`src/rtl/branch_pc_predictor.sv`:
```
// branch_pc_predictor: fetch next-PC selection, ID-stage prediction check, redirect and branch statistics
// Ports: clk/rst (async active-low), en (global enable), stall (IF/ID hold)
//        btb_hit/btb_taken/btb_target  : BTB lookup for the current fetch PC
//        ID_branch/ID_taken/ID_branch_addr : resolved outcome of the instruction in ID
//        pc/IF_pred_taken              : fetch PC and the prediction applied to it
//        ID_pc                         : PC of the instruction held in ID
//        misprediction/flush/redirect_pc : wrong-prediction strobe, IF squash, corrected fetch address
//        branch_count/mispredict_count : saturating statistics
module branch_pc_predictor #(
    parameter int                    DATA_WIDTH   = 32,
    parameter int                    PREDICT_SIZE = 2,
    parameter logic [DATA_WIDTH-1:0] RESET_PC     = '0,
    parameter int                    PC_INC       = 4,
    parameter int                    CNT_WIDTH    = 16
) (
    input  logic                    clk,
    input  logic                    rst,
    input  logic                    en,
    input  logic                    stall,
    input  logic                    btb_hit,
    input  logic [PREDICT_SIZE-1:0] btb_taken,
    input  logic [DATA_WIDTH-1:0]   btb_target,
    input  logic                    ID_branch,
    input  logic                    ID_taken,
    input  logic [DATA_WIDTH-1:0]   ID_branch_addr,
    output logic [DATA_WIDTH-1:0]   pc,
    output logic                    IF_pred_taken,
    output logic [DATA_WIDTH-1:0]   ID_pc,
    output logic                    misprediction,
    output logic                    flush,
    output logic [DATA_WIDTH-1:0]   redirect_pc,
    output logic [CNT_WIDTH-1:0]    branch_count,
    output logic [CNT_WIDTH-1:0]    mispredict_count
);
    localparam logic [DATA_WIDTH-1:0] PC_INC_W = DATA_WIDTH'(PC_INC);

    logic [DATA_WIDTH-1:0] pc_q, pc_d, id_pc_q, id_pc_d, id_pred_next_q, id_pred_next_d;
    logic                  id_valid_q, id_valid_d, id_pred_taken_q, id_pred_taken_d;
    logic [CNT_WIDTH-1:0]  branch_count_q, branch_count_d, mispredict_count_q, mispredict_count_d;
    logic [DATA_WIDTH-1:0] if_next, actual_next;
    logic                  resolve, mispredict, load;
    logic                  btb_taken_unused;

    // Only the counter MSB carries the direction; lower bits are hysteresis for the BTB itself.
    assign btb_taken_unused = ^btb_taken;

    assign IF_pred_taken = btb_hit & btb_taken[PREDICT_SIZE-1];
    assign if_next       = IF_pred_taken ? btb_target : pc_q + PC_INC_W;
    // A stalled ID instruction is not resolved; its operands may not be ready yet.
    assign resolve       = en & ~stall & id_valid_q;
    assign actual_next   = (ID_branch & ID_taken) ? ID_branch_addr : id_pc_q + PC_INC_W;
    // A non-branch predicted taken is a BTB alias and must fall through.
    assign mispredict    = resolve & (ID_branch ? (actual_next != id_pred_next_q) : id_pred_taken_q);
    assign load          = en & ~mispredict & ~stall;

    assign pc               = pc_q;
    assign ID_pc            = id_pc_q;
    assign misprediction    = mispredict;
    assign flush            = mispredict;
    assign redirect_pc      = mispredict ? actual_next : '0;
    assign branch_count     = branch_count_q;
    assign mispredict_count = mispredict_count_q;

    always_comb begin
        // Misprediction overrides stall for the fetch PC only.
        pc_d               = !en ? pc_q : mispredict ? actual_next : stall ? pc_q : if_next;
        // The squashed wrong-path slot enters ID as a bubble.
        id_valid_d         = mispredict ? 1'b0 : load ? 1'b1 : id_valid_q;
        id_pc_d            = load ? pc_q : id_pc_q;
        id_pred_taken_d    = load ? IF_pred_taken : id_pred_taken_q;
        id_pred_next_d     = load ? if_next : id_pred_next_q;
        branch_count_d     = (resolve & ID_branch & ~&branch_count_q) ?
                             branch_count_q + CNT_WIDTH'(1) : branch_count_q;
        mispredict_count_d = (mispredict & ~&mispredict_count_q) ?
                             mispredict_count_q + CNT_WIDTH'(1) : mispredict_count_q;
    end

    always_ff @(posedge clk or negedge rst) begin
        if (!rst) begin
            pc_q               <= RESET_PC;
            id_valid_q         <= 1'b0;
            id_pc_q            <= '0;
            id_pred_taken_q    <= 1'b0;
            id_pred_next_q     <= '0;
            branch_count_q     <= '0;
            mispredict_count_q <= '0;
        end else begin
            pc_q               <= pc_d;
            id_valid_q         <= id_valid_d;
            id_pc_q            <= id_pc_d;
            id_pred_taken_q    <= id_pred_taken_d;
            id_pred_next_q     <= id_pred_next_d;
            branch_count_q     <= branch_count_d;
            mispredict_count_q <= mispredict_count_d;
        end
    end
endmodule
```
`config.mk`:
```
export PLATFORM = sky130hd
export DESIGN_NAME = branch_pc_predictor
export DESIGN_NICKNAME = d
export VERILOG_FILES = /design/src/rtl/branch_pc_predictor.sv
export SDC_FILE = /design/constraint.sdc
export NUM_CORES = 1
export LEC_CHECK = 0
export ABC_AREA = 1
export CORE_MARGIN = 3
export CORE_UTILIZATION = 55
export DETAILED_ROUTE_END_ITERATION = 7
export PLACE_DENSITY = 0.95
export SLEW_MARGIN = 20
export SYNTH_ARGS = -nofsm -noshare
export SYNTH_HDL_FRONTEND = slang
export SYNTH_SLANG_ARGS = --single-unit
export TNS_END_PERCENT = 30
```
`constraint.sdc`:
```
create_clock -name clk -period 8.18 [get_ports clk]
set_input_delay 1.227 -clock clk [delete_from_list [all_inputs] [get_ports clk]]
set_output_delay 1.227 -clock clk [all_outputs]
set_load 0.1 [all_outputs]
```
==> Implementation_results.wiki, run 1 <==
{| class="wikitable"
! Metric !! Value
|-
| Synthesized net count || 1496
|-
| FP Rows || 46
|-
| Cell at the root of the clock tree || clkbuf_16
|-
| P per Cell Area || 301 mW/mm²
|-
| Area occupied by registers || 0.00325 mm²
|-
| Buffers inserted during post-CTS setup optimization || 0
|-
| Crit path kind || in2out
|-
| Number of nets at the end of the flow || 1677
|-
| Worst path bufs/invs || 4
|-
| Share of the clock period used by the worst path after layout || 85.1%
|-
| Floorplan core area || 0.0160 mm²
|-
| First-pass GRT wire length || 48600 µm
|-
| Total negative slack || 0 ns
|-
| Die span in y || 135 µm
|-
| CTS Hold Buffers Added || 0
|-
| Leakage power of the design || 6.05 nW
|-
| Worst slew pin tran || 1.04 ns
|-
| Count of mapped cells out of synthesis || 1419
|-
| Layout cells sized above 1 || 5.15%
|-
| Run status || finished, final reports clean
|-
| Floorplan die area || 0.0181 mm²
|-
| Largest fanout on the critical path || 44
|-
| Number of register bits inferred by synthesis || 130
|-
| Filler cell count || 1278
|-
| Reg-to-reg endpoint || ID_pc[28]
|-
| Port Buf Inserts || 202
|-
| Width of the chip || 135 µm
|-
| Number of diodes added for antenna fixing || 0
|-
| Maximum level of the CTS H-tree || 4
|-
| DR pass1 iterations || 5
|-
| TritonCTS clock tree || done
|-
| Count of cell types in the netlist || 38
|-
| Data required time at the worst endpoint || 6.95 ns
|-
| Via-to-Cell Ratio || 5.52
|-
| Top-Level Pins || 204
|-
| VDD IR-drop max || 0.213 mV
|-
| EDFF count, synth || 0
|-
| CP most frequent cell || nand2_1
|-
| Setup repair after global routing missed its margin || no
|-
| Capturing element type of the critical path || output port
|-
| Bufs on Longest Clock Path || 2
|-
| Design Area, Final || 0.0118 mm²
|-
| Worst slew margin relative to its limit || 30.7%
|-
| Worst path cell trace || clkdlybuf4s50_1 -> nand2_2 -> buf_4 -> nand3_1 -> nand2_1 -> nand2_1 -> nand2_1 -> nand2_1 -> nor2_1 -> nand2_1 -> nor2_1 -> nand2_1 -> nor2_1 -> nand3_2 -> nand3_1 -> inv_1 -> clkdlybuf4s50_1
|-
| Count of cell instances traversed by the critical path || 17
|-
| Clock latency reported for the late side of the worst-skew pair || 0.44 ns
|-
| DRT iter0 DRCs || 1160
|-
| Most used DFF post-synth || dfrtp_1
|-
| Post-DRT Antenna Nets || 0
|-
| Post-cts gate resize count || 0
|-
| Post-synthesis sequential area ratio || 35.8%
|-
| Library cell contributing the largest single delay on the critical path || clkdlybuf4s50_1
|-
| Total vias in the final route || 10104
|-
| Max Clock Freq || 144 MHz
|-
| Number of sinks handled by clock tree synthesis || 130
|-
| Final routed wirelength across all metal layers || 30400 µm
|-
| Maximum number of pins on one net before global-route repair || 83
|-
| GRT Resource Usage Total || 33.8%
|-
| Cell depth of the worst flop-to-flop path || 20
|-
| Warnings, synthesis || 0
|-
| Worst R2R Start || ID_pc[3]
|-
| Minimum setup slack among reg-to-reg paths || 3.69 ns
|-
| Number of global-route vias before repair || 9548
|-
| Synthesized cell area || 0.00909 mm²
|-
| Max-slew violation count || 0
|-
| Area growth from synthesis to layout || 29.5%
|-
| Critical path launch point || ID_branch
|-
| Multi-input gate area || 0.00485 mm²
|-
| Instance area after placement || 0.0112 mm²
|-
| Initial standard-cell utilization of the core || 56.8%
|-
| Total of endpoints with negative setup slack in the final report || 0
|-
| Critical path arrival || 5.73 ns
|-
| Average size of a mapped cell || 6.40 µm²
|-
| Crit start category || primary input
|-
| Half-perimeter wire length after detailed placement || 22000 µm
|-
| Critical path destination || redirect_pc[20]
|-
| WL/cell || 16.6 µm
|-
| Number of hold-slack violations in the final timing report || 0
|-
| Crit path time final || 6.96 ns
|-
| Antenna violations before repair || 0
|-
| Crit-path max cell delay || 0.98 ns
|-
| Crit path max-delay family || simple AND/OR/NAND/NOR gates
|-
| Skew final || 0.00972 ns
|-
| Congestion Overflow GR || 0
|-
| Fraction of registers with async set or reset after synthesis || 100%
|-
| CTS clock-pin slew for the worst setup and hold paths || 0.06 ns
|-
| Gp weighted congestion || 0.942
|-
| Path category of the worst min-delay check || reg2reg
|-
| Number of buffers inserted during clock tree synthesis || 17
|-
| DRC violation count after routing || 0
|-
| Maxcap violations || 0
|}
## cells in the final DEF (no fill, tap or decap), drive strengths merged
cell and n:
o211ai 1, inv 198, mux2 1, nand4 14
nand2 580, and3 1, buf 11, nor3b 1
clkinv 7, bufinv 1, a31oi 1, xnor2 19
o21ai 38, clkbuf 18, or4 1, nor4 5
dfrtp 130, clkdlybuf4s50 199, or2 24, and2 2
nor2 94, ha 4, nor3 20, clkinvlp 2
xor2 34, nand3 174, o21bai 3, nand3b 23
or3 1, a21oi 6
## synthesized netlist by cell type, types with 5 or more instances
cell type  count  area (µm²)
nor3_1        20         100
nand2_1      574        2150
clkbuf_1      20        75.1
buf_2         12        60.1
nor4_1         5        31.3
xnor2_1       19         166
nor2_4         5        56.3
o21ai_0       35         175
or2_1          6        37.5
a21oi_1        6        30.0
nand2_2        5        31.3
nor2_2         5        31.3
nand3b_1      23         173
xor2_1        34         298
nand4_1       14        87.6
buf_4          5        37.5
nand3_1      173         866
dfrtp_1      130        3250
inv_1        188         706
buf_6          7        78.8
nor2_1        84         315
or2_2         18         113
## flip-flops by register name, indices dropped and copies added, names as in the netlist
| name | count |
|---|---|
| id_pred_taken_q | 1 |
| branch_count | 16 |
| id_valid_q | 1 |
| ID_pc | 32 |
| mispredict_count | 16 |
| pc | 32 |
| id_pred_next_q | 32 |
## power breakdown
group	leakage (nW)	internal, mW	switching, mW
Sequential	1.68	0.789	0.256
Clock	0.281	0.435	0.318
Combinational	4.09	0.437	1.30
Total	6.05	1.66	1.88
## how the worst min path moves through the flow
stage / slack (ns) / depth (start not counted) / endpoint / startpoint
floorplan: 0.44 / 2 / id_pred_next_q[26] / id_pred_next_q[26]
global placement: 0.45 / 2 / id_pred_next_q[26] / id_pred_next_q[26]
detailed placement: 0.48 / 2 / id_pred_next_q[19] / id_pred_next_q[19]
CTS: 0.50 / 2 / id_pred_next_q[19] / id_pred_next_q[19]
global route: 0.52 / 2 / id_pred_next_q[19] / id_pred_next_q[19]
finish: 0.50 / 2 / id_pred_next_q[19] / id_pred_next_q[19]
## through the flow
step / power, mW / utilization, % / hold WS [ns] / worst slack (ns) / std cells
floorplan: 2.27 / - / 0.442 / 3.04 / 1419
global placement: 2.71 / 69.9 / 0.453 / 1.43 / 1797
detailed placement: 2.75 / 69.9 / 0.483 / 1.35 / 1797
CTS: 3.52 / 73.5 / 0.497 / 1.38 / 1829
global route: 3.70 / 73.5 / 0.516 / 0.985 / 1829
finish: 3.54 / 73.5 / 0.496 / 1.22 / 1829
## worst min-delay path, cell delays in order (launching register included)
cell	delay, ns
dfrtp_1	0.35
nand2_1	0.06
nand2_1	0.05
## logic make-up (layout without fill, tap and decap cells)
kind of cell               after synthesis  count (layout)  synth area share (%)
buffers and inverters                  242             436                  10.9
muxes                                    1               1                 0.124
DFF                                    130             130                  35.8
xor gates and xnor gates                53              53                  5.11
adders and majority gates                4               4                 0.551
AOI/OAI and AO/OA                       49              49                  2.82
and+or+nand+nor                        940             940                  44.7
## layer usage
metal	global-route usage [%]	part of all wire, %	vias to the layer above
met2	55.6	48	608
met5	0	0	-
met1	43.7	38	4631
met4	13.6	3.9	0
li1	-	-	4758
met3	7.41	10	107
## cell type report
cell class	count	share of cell area, %
inverter	194	6.19
tap	216	2.30
clock buffer	18	3.73
sequential	130	27.7
timing repair buffer	210	17.7
multi-input combinational	1047	41.2
clock inverter	14	1.22
Note: power is estimated with default switching activity, not from simulation.
==> run 2: changes to the inputs <==
- DONT_BUFFER_PORTS: unset -> 1
- PLACE_DENSITY: 0.95 -> 0.8
- TNS_END_PERCENT: 30 -> 100
==> Implementation_results.wiki, run 2 (synthesis gave the netlist of run 1 again) <==
{| class="wikitable"
! Metric !! Value
|-
| Run status || finished, final reports clean
|-
| Maximum number of pins on one net before global-route repair || 131
|-
| Number of sinks handled by clock tree synthesis || 130
|-
| First-pass GRT wire length || 43000 µm
|-
| WL/cell || 16.6 µm
|-
| Commonest non-fill, non-tap cells in the layout || 574 x nand2_1, 187 x inv_1, 173 x nand3_1
|-
| Clock Power Share || 24.4%
|-
| CTS Hold Buffers Added || 0
|-
| P per Cell Area || 335 mW/mm²
|-
| Total vias in the final route || 8911
|-
| Setup repair after global routing missed its margin || no
|-
| Max Clock Freq || 161 MHz
|-
| DR pass1 iterations || 5
|-
| Psw || 1.76 mW
|-
| Final cell utilization of the core || 61.8%
|-
| Worst R2R Start || ID_pc[3]
|-
| Gp weighted congestion || 0.927
|-
| Number of nets at the end of the flow || 1486
|-
| Post-cts gate resize count || 0
|-
| Sequential share of power || 50.9%
|-
| Die span in y || 135 µm
|-
| DRC violation count after routing || 0
|-
| Hold worst-path end || id_pred_next_q[26]
|-
| Critical path arrival || 4.97 ns
|-
| Instance area after placement || 0.00925 mm²
|-
| Final routed wirelength across all metal layers || 27300 µm
|-
| Crit path kind || reg2out
|-
| Floorplan die area || 0.0181 mm²
|-
| Half-perimeter wire length after detailed placement || 20200 µm
|-
| Maximum level of the CTS H-tree || 4
|-
| Data required time at the worst endpoint || 6.95 ns
|-
| Filler cell count || 1565
|-
| Clock latency reported for the late side of the worst-skew pair || 0.43 ns
|-
| GRT Resource Usage Total || 30.0%
|-
| Power consumption || 3.31 mW
|-
| VDD IR-drop max || 0.186 mV
|-
| Port Buf Inserts || 0
|-
| Fraction of power spent switching nets || 53.3%
|-
| Width of the chip || 135 µm
|-
| DRT iter0 DRCs || 875
|-
| Buffers inserted during post-CTS setup optimization || 0
|-
| Post-DRT Antenna Nets || 0
|-
| Startpoint of the lowest-slack hold path || id_pred_next_q[26]
|-
| TritonCTS clock tree || done
|-
| Worst slew margin relative to its limit || 20.1%
|-
| CTS clock-pin slew for the worst setup and hold paths || 0.06 ns
|-
| Skew final || 0.0152 ns
|-
| Internal power component || 1.54 mW
|-
| Top-Level Pins || 204
|-
| Number of buffers inserted during clock tree synthesis || 17
|-
| Total negative slack || 0 ns
|-
| Capturing element type of the critical path || output port
|-
| Crit path time final || 6.19 ns
|-
| Bufs on Longest Clock Path || 2
|-
| Max-slew violation count || 0
|-
| Worst slew pin tran || 1.20 ns
|-
| FP Rows || 46
|-
| Layout cells sized above 1 || 6.54%
|-
| Share of the clock period used by the worst path after layout || 75.7%
|-
| Total of endpoints with negative setup slack in the final report || 0
|-
| Via-to-Cell Ratio || 5.42
|-
| Floorplan core area || 0.0160 mm²
|-
| Area growth from synthesis to layout || 8.80%
|-
| Multi-input gate area || 0.00485 mm²
|-
| Path category of the worst min-delay check || reg2reg
|-
| Most common library cell in the layout ignoring fill and taps || nand2_1
|-
| Design Area, Final || 0.00989 mm²
|-
| Leakage power of the design || 5.37 nW
|-
| Number of hold-slack violations in the final timing report || 0
|-
| Maxcap violations || 0
|-
| Number of global-route vias before repair || 8290
|-
| Minimum setup slack among reg-to-reg paths || 2.85 ns
|-
| Cell depth of the worst flop-to-flop path || 19
|-
| Initial standard-cell utilization of the core || 56.8%
|-
| Congestion Overflow GR || 0
|-
| Reg-to-reg endpoint || ID_pc[27]
|-
| Worst Hold Path Cells || 2
|-
| Area occupied by registers || 0.00326 mm²
|-
| Largest fanout on the critical path || 35
|-
| Combinational power share || 24.7%
|-
| Crit start category || flop
|-
| Antenna violations before repair || 5
|-
| Cell at the root of the clock tree || clkbuf_16
|}
[run 2: changes by cell type in the layout (fill, tap and decap cells not counted), moves of 4 or more]
cell / change
clkdlybuf4s50_1: -199
clkbuf_8: +4
diode_2: +5
inv_6: -7
buf_4: +9
[run 2: final cells by class]
type | count | share of cell area, %
Multi-Input combinational cell | 1047 | 49.1
Clock buffer | 24 | 5.07
Sequential cell | 130 | 32.9
Inverter | 194 | 7.37
Timing Repair Buffer | 19 | 1.44
Clock inverter | 8 | 1.25
Antenna cell | 5 | 0.127
Tap cell | 216 | 2.73
[run 2: power by group through the flow]
| stage | registers [mW] | clock network, mW | logic (mW) |
|---|---|---|---|
| 2_1_floorplan | 1.73 | 0 | 0.538 |
| 3_3_place_gp | 1.68 | 0 | 0.785 |
| 3_5_place_dp | 1.69 | 0 | 0.803 |
| 4_1_cts | 1.68 | 0.812 | 0.812 |
| 5_1_grt | 1.71 | 0.839 | 0.913 |
| 6_report | 1.68 | 0.806 | 0.818 |
[run 2: through the flow]
stage	cells	setup WS, ns	hold slack (ns)
after floorplan	1419	3.04	0.442
final	1643	1.99	0.478
after detailed placement	1606	2.17	0.467
after global placement	1606	2.15	0.455
after CTS	1638	2.02	0.481
after global routing	1643	1.59	0.484
[run 2: how the worst max path moves through the flow]
| stage | cells after the start | slack, ns | endpoint | start |
|---|---|---|---|---|
| 3_5_place_dp | 17 | 2.17 | misprediction | ID_branch |
| 5_1_grt | 18 | 1.59 | flush | ID_pc[3] |
| 6_report | 16 | 1.99 | flush | ID_pc[3] |
| 3_3_place_gp | 17 | 2.15 | misprediction | ID_branch |
| 2_1_floorplan | 15 | 3.04 | misprediction | ID_branch |
| 4_1_cts | 16 | 2.02 | flush | ID_pc[3] |
[run 2: per-layer routing]
metal | vias to the layer above | track usage (%) | wire length (µm) | part of all wire [%]
li1 | 4366 | - | - | -
met1 | 4058 | 41.8 | 11600 | 42
met2 | 440 | 45.8 | 12200 | 45
met3 | 47 | 6.67 | 2700 | 9.9
met4 | 0 | 11.8 | 772 | 2.8
met5 | - | 0 | 0 | 0
[run 2: critical path, stage by stage, from the launching register on]
cell	delay [ns]
dfrtp_1	1.00
ha_1	0.34
nand2_1	0.10
nor2_2	0.29
nand2_2	0.15
nor2_4	0.18
nand2_1	0.07
nand3_1	0.12
nand2_1	0.09
nand2_1	0.06
nand3_1	0.07
nor2_1	0.10
nand2_1	0.06
nor2_1	0.15
nand3_2	0.59
nand2_2	0.66
inv_2	0.52
